===== src/rtl/mf8_uart.sv =====
// mf8_uart: IO-mapped 8N1 UART with TX FIFO, single-byte RX holding register and level interrupt
// Ports:
//   Clk, Reset            system clock, synchronous active-high reset
//   IO_Addr/IO_Rd/IO_Wr   core IO bus strobes (one access per cycle)
//   IO_WData / IO_RData   write data in, combinational read data out (8'h00 when not selected)
//   Sel                   IO_Addr hits DATA, STATUS or CTRL
//   Rxd / Txd             serial in (asynchronous) / serial out (idle high)
//   Irq                   registered level interrupt
// Registers: DATA @BASE_ADDR, STATUS @+1 = {2'b0, tx_drop, frame_err, rx_overrun, rx_valid, tx_idle, tx_full},
//            CTRL @+2 = {6'b0, tx_ien, rx_ien}
module mf8_uart #(
  parameter logic [5:0] BASE_ADDR = 6'h0C,
  parameter int CLK_DIV = 434,
  parameter int TX_DEPTH = 4
) (
  input  logic       Clk,
  input  logic       Reset,
  input  logic [5:0] IO_Addr,
  input  logic       IO_Rd,
  input  logic       IO_Wr,
  input  logic [7:0] IO_WData,
  output logic [7:0] IO_RData,
  output logic       Sel,
  input  logic       Rxd,
  output logic       Txd,
  output logic       Irq
);
  localparam int BW = $clog2(CLK_DIV);
  localparam int AW = $clog2(TX_DEPTH);
  localparam logic [BW-1:0] BIT_END = BW'(CLK_DIV - 1);
  localparam logic [BW-1:0] HALF_END = BW'(CLK_DIV / 2 - 1);
  localparam logic [BW-1:0] C1 = BW'(1);
  localparam logic [AW:0] P1 = (AW + 1)'(1);
  localparam logic [AW:0] FULL_XOR = {1'b1, {AW{1'b0}}};
  localparam logic [5:0] STAT_ADDR = BASE_ADDR + 6'd1;
  localparam logic [5:0] CTRL_ADDR = BASE_ADDR + 6'd2;
  typedef enum logic [1:0] {IDLE, START, DATA, STOP} state_t;
  logic sel_data, sel_stat, sel_ctrl, wr_data, wr_stat, wr_ctrl;
  logic [7:0] fifo [TX_DEPTH];
  logic [AW:0] wp, rp;
  logic empty, full, pop, push;
  state_t tx_st, rx_st;
  logic [BW-1:0] tx_cnt, rx_cnt;
  logic [2:0] tx_bit, rx_bit;
  logic [7:0] tx_sh, rx_sh, rx_buf, status;
  logic rs1, rs2, rx_prev;
  logic rx_valid, rx_overrun, frame_err, tx_drop, rx_ien, tx_ien;
  logic tx_idle, tx_end, rx_tick, rx_stop, rx_ok, rx_bad, rd_clr;
  logic [5:3] w1c;
  assign sel_data = IO_Addr == BASE_ADDR;
  assign sel_stat = IO_Addr == STAT_ADDR;
  assign sel_ctrl = IO_Addr == CTRL_ADDR;
  assign Sel = sel_data | sel_stat | sel_ctrl;
  assign wr_data = IO_Wr & sel_data;
  assign wr_stat = IO_Wr & sel_stat;
  assign wr_ctrl = IO_Wr & sel_ctrl;
  assign w1c = {3{wr_stat}} & IO_WData[5:3];
  assign empty = wp == rp;
  assign full = (wp ^ rp) == FULL_XOR;
  assign tx_end = tx_cnt == BIT_END;
  // The FIFO is drained either by an idle transmitter or at the end of a stop bit for back-to-back frames.
  assign pop = !empty && (tx_st == IDLE || (tx_st == STOP && tx_end));
  // A simultaneous pop frees a slot, so a write to a full FIFO still lands.
  assign push = wr_data && (!full || pop);
  assign tx_idle = empty && tx_st == IDLE;
  assign rx_tick = rx_st == START ? rx_cnt == HALF_END : rx_st != IDLE && rx_cnt == BIT_END;
  assign rx_stop = rx_st == STOP && rx_cnt == BIT_END;
  assign rx_ok = rx_stop && rs2;
  assign rx_bad = rx_stop && !rs2;
  assign rd_clr = IO_Rd && sel_data && rx_valid;
  assign status = {2'b0, tx_drop, frame_err, rx_overrun, rx_valid, tx_idle, full};
  assign IO_RData = sel_data ? rx_buf : sel_stat ? status : sel_ctrl ? {6'b0, tx_ien, rx_ien} : 8'h00;
  always_ff @(posedge Clk)
    if (push) fifo[wp[AW-1:0]] <= IO_WData;
  always_ff @(posedge Clk) begin
    if (Reset) begin
      wp <= '0;
      rp <= '0;
      tx_st <= IDLE;
      tx_cnt <= '0;
      tx_bit <= '0;
      tx_sh <= '0;
      Txd <= 1'b1;
    end else begin
      if (push) wp <= wp + P1;
      if (pop) rp <= rp + P1;
      tx_cnt <= (tx_st == IDLE || tx_end) ? '0 : tx_cnt + C1;
      case (tx_st)
        IDLE: if (pop) begin
          tx_st <= START;
          tx_sh <= fifo[rp[AW-1:0]];
          Txd <= 1'b0;
        end
        START: if (tx_end) begin
          tx_st <= DATA;
          tx_bit <= '0;
          Txd <= tx_sh[0];
          tx_sh <= tx_sh >> 1;
        end
        DATA: if (tx_end) begin
          tx_bit <= tx_bit + 3'd1;
          tx_st <= tx_bit == 3'd7 ? STOP : DATA;
          Txd <= tx_bit == 3'd7 ? 1'b1 : tx_sh[0];
          tx_sh <= tx_sh >> 1;
        end
        STOP: if (tx_end) begin
          tx_st <= pop ? START : IDLE;
          tx_sh <= fifo[rp[AW-1:0]];
          Txd <= !pop;
        end
      endcase
    end
  end
  always_ff @(posedge Clk) begin
    if (Reset) begin
      rs1 <= 1'b1;
      rs2 <= 1'b1;
      rx_prev <= 1'b1;
      rx_st <= IDLE;
      rx_cnt <= '0;
      rx_bit <= '0;
      rx_sh <= '0;
      rx_buf <= '0;
    end else begin
      rs1 <= Rxd;
      rs2 <= rs1;
      rx_prev <= rs2;
      rx_cnt <= (rx_st == IDLE || rx_tick) ? '0 : rx_cnt + C1;
      case (rx_st)
        IDLE: if (rx_prev && !rs2) rx_st <= START;
        // Mid-start re-sample: a line already back high was a glitch.
        START: if (rx_tick) begin
          rx_st <= rs2 ? IDLE : DATA;
          rx_bit <= '0;
        end
        DATA: if (rx_tick) begin
          rx_sh <= {rs2, rx_sh[7:1]};
          rx_bit <= rx_bit + 3'd1;
          rx_st <= rx_bit == 3'd7 ? STOP : DATA;
        end
        STOP: if (rx_tick) begin
          rx_st <= IDLE;
          if (rs2) rx_buf <= rx_sh;
        end
      endcase
    end
  end
  always_ff @(posedge Clk) begin
    if (Reset) begin
      {rx_valid, rx_overrun, frame_err, tx_drop, rx_ien, tx_ien, Irq} <= 7'b0;
    end else begin
      // Hardware sets take priority over both the read-clear and the write-1-to-clear.
      rx_valid <= rx_ok | (rx_valid & !rd_clr);
      rx_overrun <= (rx_ok & rx_valid & !rd_clr) | (rx_overrun & !w1c[3]);
      frame_err <= rx_bad | (frame_err & !w1c[4]);
      tx_drop <= (wr_data & full & !pop) | (tx_drop & !w1c[5]);
      if (wr_ctrl) {tx_ien, rx_ien} <= IO_WData[1:0];
      Irq <= (rx_valid & rx_ien) | (tx_idle & tx_ien);
    end
  end
endmodule

===== config.mk =====
export PLATFORM = sky130hd
export DESIGN_NAME = mf8_uart
export DESIGN_NICKNAME = d
export VERILOG_FILES = /design/src/rtl/mf8_uart.sv
export SDC_FILE = /design/constraint.sdc
export NUM_CORES = 1
export LEC_CHECK = 0
export BUFFER_PORTS_ARGS = -buffer_cell sky130_fd_sc_hd__buf_2
export CORE_MARGIN = 2
export CORE_UTILIZATION = 25
export DETAILED_ROUTE_END_ITERATION = 10
export SLEW_MARGIN = 25
export SYNTH_ARGS = -nofsm -noshare
export SYNTH_HDL_FRONTEND = slang
export SYNTH_SLANG_ARGS = --single-unit
export TNS_END_PERCENT = 50

===== constraint.sdc =====
create_clock -name Clk -period 2.41 [get_ports Clk]
set_input_delay 0.1205 -clock Clk [delete_from_list [all_inputs] [get_ports Clk]]
set_output_delay 0.1205 -clock Clk [all_outputs]
set_load 0.005 [all_outputs]

==> results of run 1 <==
## final cells by class
type	count	area [µm²]	area share (%)
Sequential cell	103	2380	44.7
Multi-Input combinational cell	279	2110	39.5
Tap cell	229	287	5.38
Clock buffer	11	234	4.39
Timing Repair Buffer	36	200	3.76
Inverter	21	78.8	1.48
Clock inverter	5	41.3	0.775
## routing by layer
metal | track usage, % | up-vias | wire length [µm] | share of wire [%]
li1 | - | 1576 | - | -
met1 | 13.1 | 1533 | 4440 | 48
met2 | 15.4 | 58 | 4240 | 46
met3 | 1.88 | 9 | 336 | 3.7
met4 | 3.51 | 0 | 143 | 1.6
met5 | 0 | - | 0 | 0
## synthesized netlist by cell type (2+ instances only)
cell and instances:
a211oi_1 10, a21oi_1 28, a31oi_1 3, and2_1 3, and2_2 3, and3_1 5, and4_1 5, and4b_1 2
buf_2 3, clkbuf_1 14, dfxtp_1 71, edfxtp_1 32, ha_1 19, inv_1 21, mux2i_1 32, mux4_2 8
nand2_1 7, nand2b_1 5, nand3_1 12, nand3b_1 4, nand4_1 8, nor2_1 59, nor2b_1 2, nor3_1 2
nor4_1 2, o21ai_0 8, o31ai_1 3, o41ai_1 2, or2_2 4, xnor2_1 13, xor2_1 5
## flip-flops by register name, summed over array words and instances, names as in the netlist, 2 cells and up, named ones only
name    flops
fifo       32
rx_buf      8
rx_sh       8
rx_cnt      9
tx_bit      3
rp          3
tx_cnt      9
tx_st       2
rx_bit      3
tx_sh       8
wp          3
## worst max-delay path: cells and delay by family, from the launching register on
family	cells	cell delay [ns]
flops	1	0.41
compound gates	2	0.64
simple gates	2	0.65
fa+ha+maj	1	0.20
## power by group through the flow
stage | logic [µW] | clock network (µW) | registers [µW]
finish | 745 | 1350 | 1960
global route | 839 | 1460 | 1980
CTS | 743 | 1390 | 1960
detailed placement | 740 | 0 | 2000
global placement | 729 | 0 | 2000
floorplan | 591 | 0 | 1970
## stage by stage
step	power, µW	cells
global route	4280	684
floorplan	2560	421
detailed placement	2740	667
CTS	4090	684
global placement	2730	667
finish	4060	684
## worst max-delay path by stage
stage                         start          to  slack [ns]  cells past startpoint
after CTS                 tx_cnt[0]  fifo[1][0]        0.16                      5
after detailed placement  tx_cnt[0]  fifo[1][6]        0.17                      5
final                     tx_cnt[0]  fifo[1][1]        0.20                      5
after floorplan           tx_cnt[0]       wp[2]        0.17                      5
after global placement    tx_cnt[0]  fifo[1][3]        0.26                      5
after global routing      tx_cnt[0]  fifo[1][0]        0.06                      5
## what timing repair did
| action | in CTS | in global routing |
|---|---|---|
| endpoints found under the hold margin | 1 | 0 |
| hold buffers | 1 | 0 |
| gates resized for setup | 0 | 0 |
| buffers inserted | 0 | 0 |
| endpoints found under the setup margin | 0 | 0 |
## cells by family (layout without fill, tap and decap cells)
logic type / count (synthesis) / in the layout / synth area share, %
xor gates and xnor gates: 18 / 18 / 3.40
AOI/OAI and AO/OA: 68 / 68 / 10.1
buffers and inverters: 39 / 73 / 3.31
and+or+nand+nor: 132 / 132 / 15.4
DFF: 103 / 103 / 51.3
adders and majority gates: 19 / 19 / 5.12
muxes: 42 / 42 / 11.3
==> results.cfg, run 1 <==
[status]
status = finished clean

[logic_synthesis]
synth_cell_types = 57
synth_edf_count = 32
yosys_warnings = 0
synth_seq_cells = 103
synth_area_leaders = dfxtp_1, edfxtp_1, mux2i_1
netlist_area_um2 = 4640
synth_nets = 459
seq_area_frac_synth_pct = 51.3
synth_top_area_cell = dfxtp_1
async_reset_ff_share_pct = 0
synth_ff_type = dfxtp_1
synth_top_area_share_pct = 30.6
avgSynthCellArea_um2 = 11.0
synthCells = 421

[routing]
route.detailed.drc = 0
viasPerCell = 4.64
antenna_left = 0
drtIter0Drc = 228
wl_per_cell_um = 13.4
finalWirelength_um = 9160
vias = 3176
drtPass1Iterations = 6

[global_route]
grt_max_degree = 46
grt_pass1_wl_um = 15300
grt_use_total_pct = 9.67
antenna_found_initial = 0
grt.overflow.total = 0
grt_pass1_vias = 3116

[cells_and_area]
stdcell_area_um2 = 5330
num-fill-cells = 1830
diodes = 0
syn2layout_area_growth_pct = 14.8
final_cell_mix = dfxtp_1, nor2_1, mux2i_1, edfxtp_1, buf_2
final_common_cell = dfxtp_1
nets = 488
utilization_pct = 29.5
drive_gt1_share_pct = 16.9

[clock_tree]
clock-sinks = 103
cts-root-buf = clkbuf_16
clk_latency_ns = 0.34
cts.path.max_buffers = 2
clk_pin_slew_ns = 0.07
cts_tree = done
numCtsBuffers = 9
cts_max_level = 3

[placement]
dpl_cell_area_um2 = 5040
place_hpwl_um = 6680
finalWeightedCongestion = 0.789
numPortBuffers = 29
place_ws_ns = 0.174

[worst_setup_path]
arrival_ns = 2.24
slowest_stage = a2111oi_4
critPathMaxFanout = 8
crit_path_end_kind = register
cpPeakStageDelay_ns = 0.51
crit_path_cell_trace = ha_1, and4_1, a31oi_4, a2111oi_4, and2_2
timing.rr.start = tx_cnt[0]
required_ns = 2.44
ff2ff_path_depth = 5
crit_type = register to register
r2r-end = fifo[1][1]
r2r_slack_ns = 0.20
worstSetupStartpointType = register

[die]
dieWidth_um = 140
chipHeight_um = 140
core_area_um2 = 18100
start_util_pct = 25.7
die-area_um2 = 19700
std_cell_rows = 49
io-pin-count = 30

[sta]
tns_ns = 0
setup_violations = 0
fin_hold_ws_ns = 0.0205
fin_crit_ns = 2.21
rsz0062_at_grt = false
fmax_mhz = 452
report.final.slew_viol_count = 0
slew_headroom_pct = 44.2
hold_viol_final = 0
worst_slew_pin_slew_ns = 0.836
finalCritPeriodShare_pct = 91.7
skew_ns = 0.0107
fin_ws_ns = 0.200

[hold_path]
min_path_cells = 1
hold_path_startpoint = IO_WData[3]
hold_class = input pin to register
hold_end = fifo[3][3]

[power]
seq_power_share_pct = 48.3
internal-power_uw = 2920
power.switching_uw = 1140
p_per_area_nw_per_um2 = 762
p_clk_share_pct = 33.3
p_sw_share_pct = 28.1
p_comb_share_pct = 18.4
vdd_drop_max_v = 0.000316
p_leak_uw = 0.00189

[flow_run]
maxCapViolations = 0
Power figures use the tool's default switching activity.
==> inputs of run 2 (changes only) <==
--- a/config.mk
+++ b/config.mk
@@ -5,10 +5,12 @@
 export SDC_FILE = /design/constraint.sdc
 export NUM_CORES = 1
 export LEC_CHECK = 0
+export ABC_CLOCK_PERIOD_IN_PS = 2410
 export BUFFER_PORTS_ARGS = -buffer_cell sky130_fd_sc_hd__buf_2
 export CORE_MARGIN = 2
 export CORE_UTILIZATION = 25
 export DETAILED_ROUTE_END_ITERATION = 10
+export MAX_ROUTING_LAYER = met4
 export SLEW_MARGIN = 25
 export SYNTH_ARGS = -nofsm -noshare
 export SYNTH_HDL_FRONTEND = slang
==> results.cfg, run 2 (same netlist as run 1, synthesis figures left out) <==
[placement]
place_hpwl_um = 6680
dpl_cell_area_um2 = 5040
numPortBuffers = 29
finalWeightedCongestion = 0.802

[power]
p_per_area_nw_per_um2 = 761
vdd_drop_max_v = 0.000315
p_leak_uw = 0.00189
total_power_uw = 4060

[cells_and_area]
syn2layout_area_growth_pct = 14.8
diodes = 0
final_cell_mix = dfxtp_1, nor2_1, mux2i_1, edfxtp_1, buf_2
largest_reg_flops = 32
nets = 488
stdcell_area_um2 = 5330
final_common_cell = dfxtp_1
drive_gt1_share_pct = 16.9
utilization_pct = 29.5

[sta]
fin_crit_ns = 2.21
report.final.slew_viol_count = 0
hold_viol_final = 0
fmax_mhz = 452
fin_hold_ws_ns = 0.0186
finalCritPeriodShare_pct = 91.8
skew_ns = 0.00961
slew_headroom_pct = 44.5
rsz0062_at_grt = false
setup_violations = 0
tns_ns = 0
worst_slew_pin_slew_ns = 0.832

[worst_setup_path]
worstSetupStartpointType = register
critPathMaxFanout = 8
arrival_ns = 2.24
crit_type = register to register
required_ns = 2.44
critPathLaunch = tx_cnt[0]
crit_path_end_kind = register
timing.rr.start = tx_cnt[0]

[die]
start_util_pct = 25.7
io-pin-count = 30
dieWidth_um = 140
core_area_um2 = 18100
std_cell_rows = 49
die-area_um2 = 19700
chipHeight_um = 140

[routing]
wl_per_cell_um = 13.4
vias = 3207
drtPass1Iterations = 5
viasPerCell = 4.69
route.detailed.drc = 0
antenna_left = 0
drtIter0Drc = 251
finalWirelength_um = 9140

[global_route]
use_met2_pct = 15.4
grt_use_total_pct = 9.96
grt_pass1_wl_um = 15300
grt.overflow.total = 0
grt_max_degree = 46
grt_util_met1_pct = 13.2
gr-usage-met3_pct = 1.74
antenna_found_initial = 0
grt_pass1_vias = 3114
grt.busiest_layer = met2

[hold_path]
hold_class = input pin to register
hold_path_startpoint = IO_WData[6]

[clock_tree]
numCtsBuffers = 9
cts_tree = done
cts_max_level = 3
clk_pin_slew_ns = 0.07
cts_resized = 0
cts.path.max_buffers = 2
clock-sinks = 103
postCtsSetupBuffers = 0
cts-root-buf = clkbuf_16
clk_latency_ns = 0.34

[flow_run]
maxCapViolations = 0

[status]
status = finished clean
==> run 2: cell counts in the layout (fill, tap and decap cells not counted) <==
No cell type changed its count.
==> run 2: worst max-delay path, cell delays in order (launching register included) <==
cell,delay [ns]
dfxtp_1,0.40
ha_1,0.20
and4_1,0.30
a31oi_4,0.13
a2111oi_4,0.51
and2_2,0.36
==> run 2: timing repair <==
item | 4_1_cts | 5_1_grt
setup endpoints to repair | 0 | 0
hold buffers | 1 | 0
endpoints found under the hold margin | 1 | 0
==> run 2: cell type report <==
cell class                      instances  area (µm²)
Inverter                               21        78.8
Clock buffer                           11         234
Clock inverter                          5        41.3
Multi-Input combinational cell        279        2110
Fill cell                            1830       12800
Timing Repair Buffer                   36         200
Tap cell                              229         287
Sequential cell                       103        2380
==> run 2: final timing paths <==
check | to | slack (ns) | depth (start not counted)
hold reg to reg | rs2 | 0.42 | 1
setup reg to reg | fifo[1][1] | 0.20 | 5
hold / removal | fifo[1][6] | 0.02 | 1
setup / recovery | fifo[1][1] | 0.20 | 5
==> run 2: layer usage <==
layer  vias to the layer above  share of wire, %
met2                        68                47
met5                         -                 0
met1                      1554                48
met3                         7               3.3
met4                         0               1.1
li1                       1578                 -
==> run 2: where the power goes <==
part,switching (µW),internal (µW),leakage (µW),total (µW)
clock,637,715,0.000130,1350
combinational,421,321,0.000894,742
sequential,77.4,1880,0.000862,1960
total,1140,2920,0.00189,4060
==> run 2: through the flow <==
stage	worst slack, ns	std cells
2_1_floorplan	0.172	421
3_3_place_gp	0.262	667
3_5_place_dp	0.174	667
4_1_cts	0.164	684
5_1_grt	0.0632	684
6_report	0.198	684
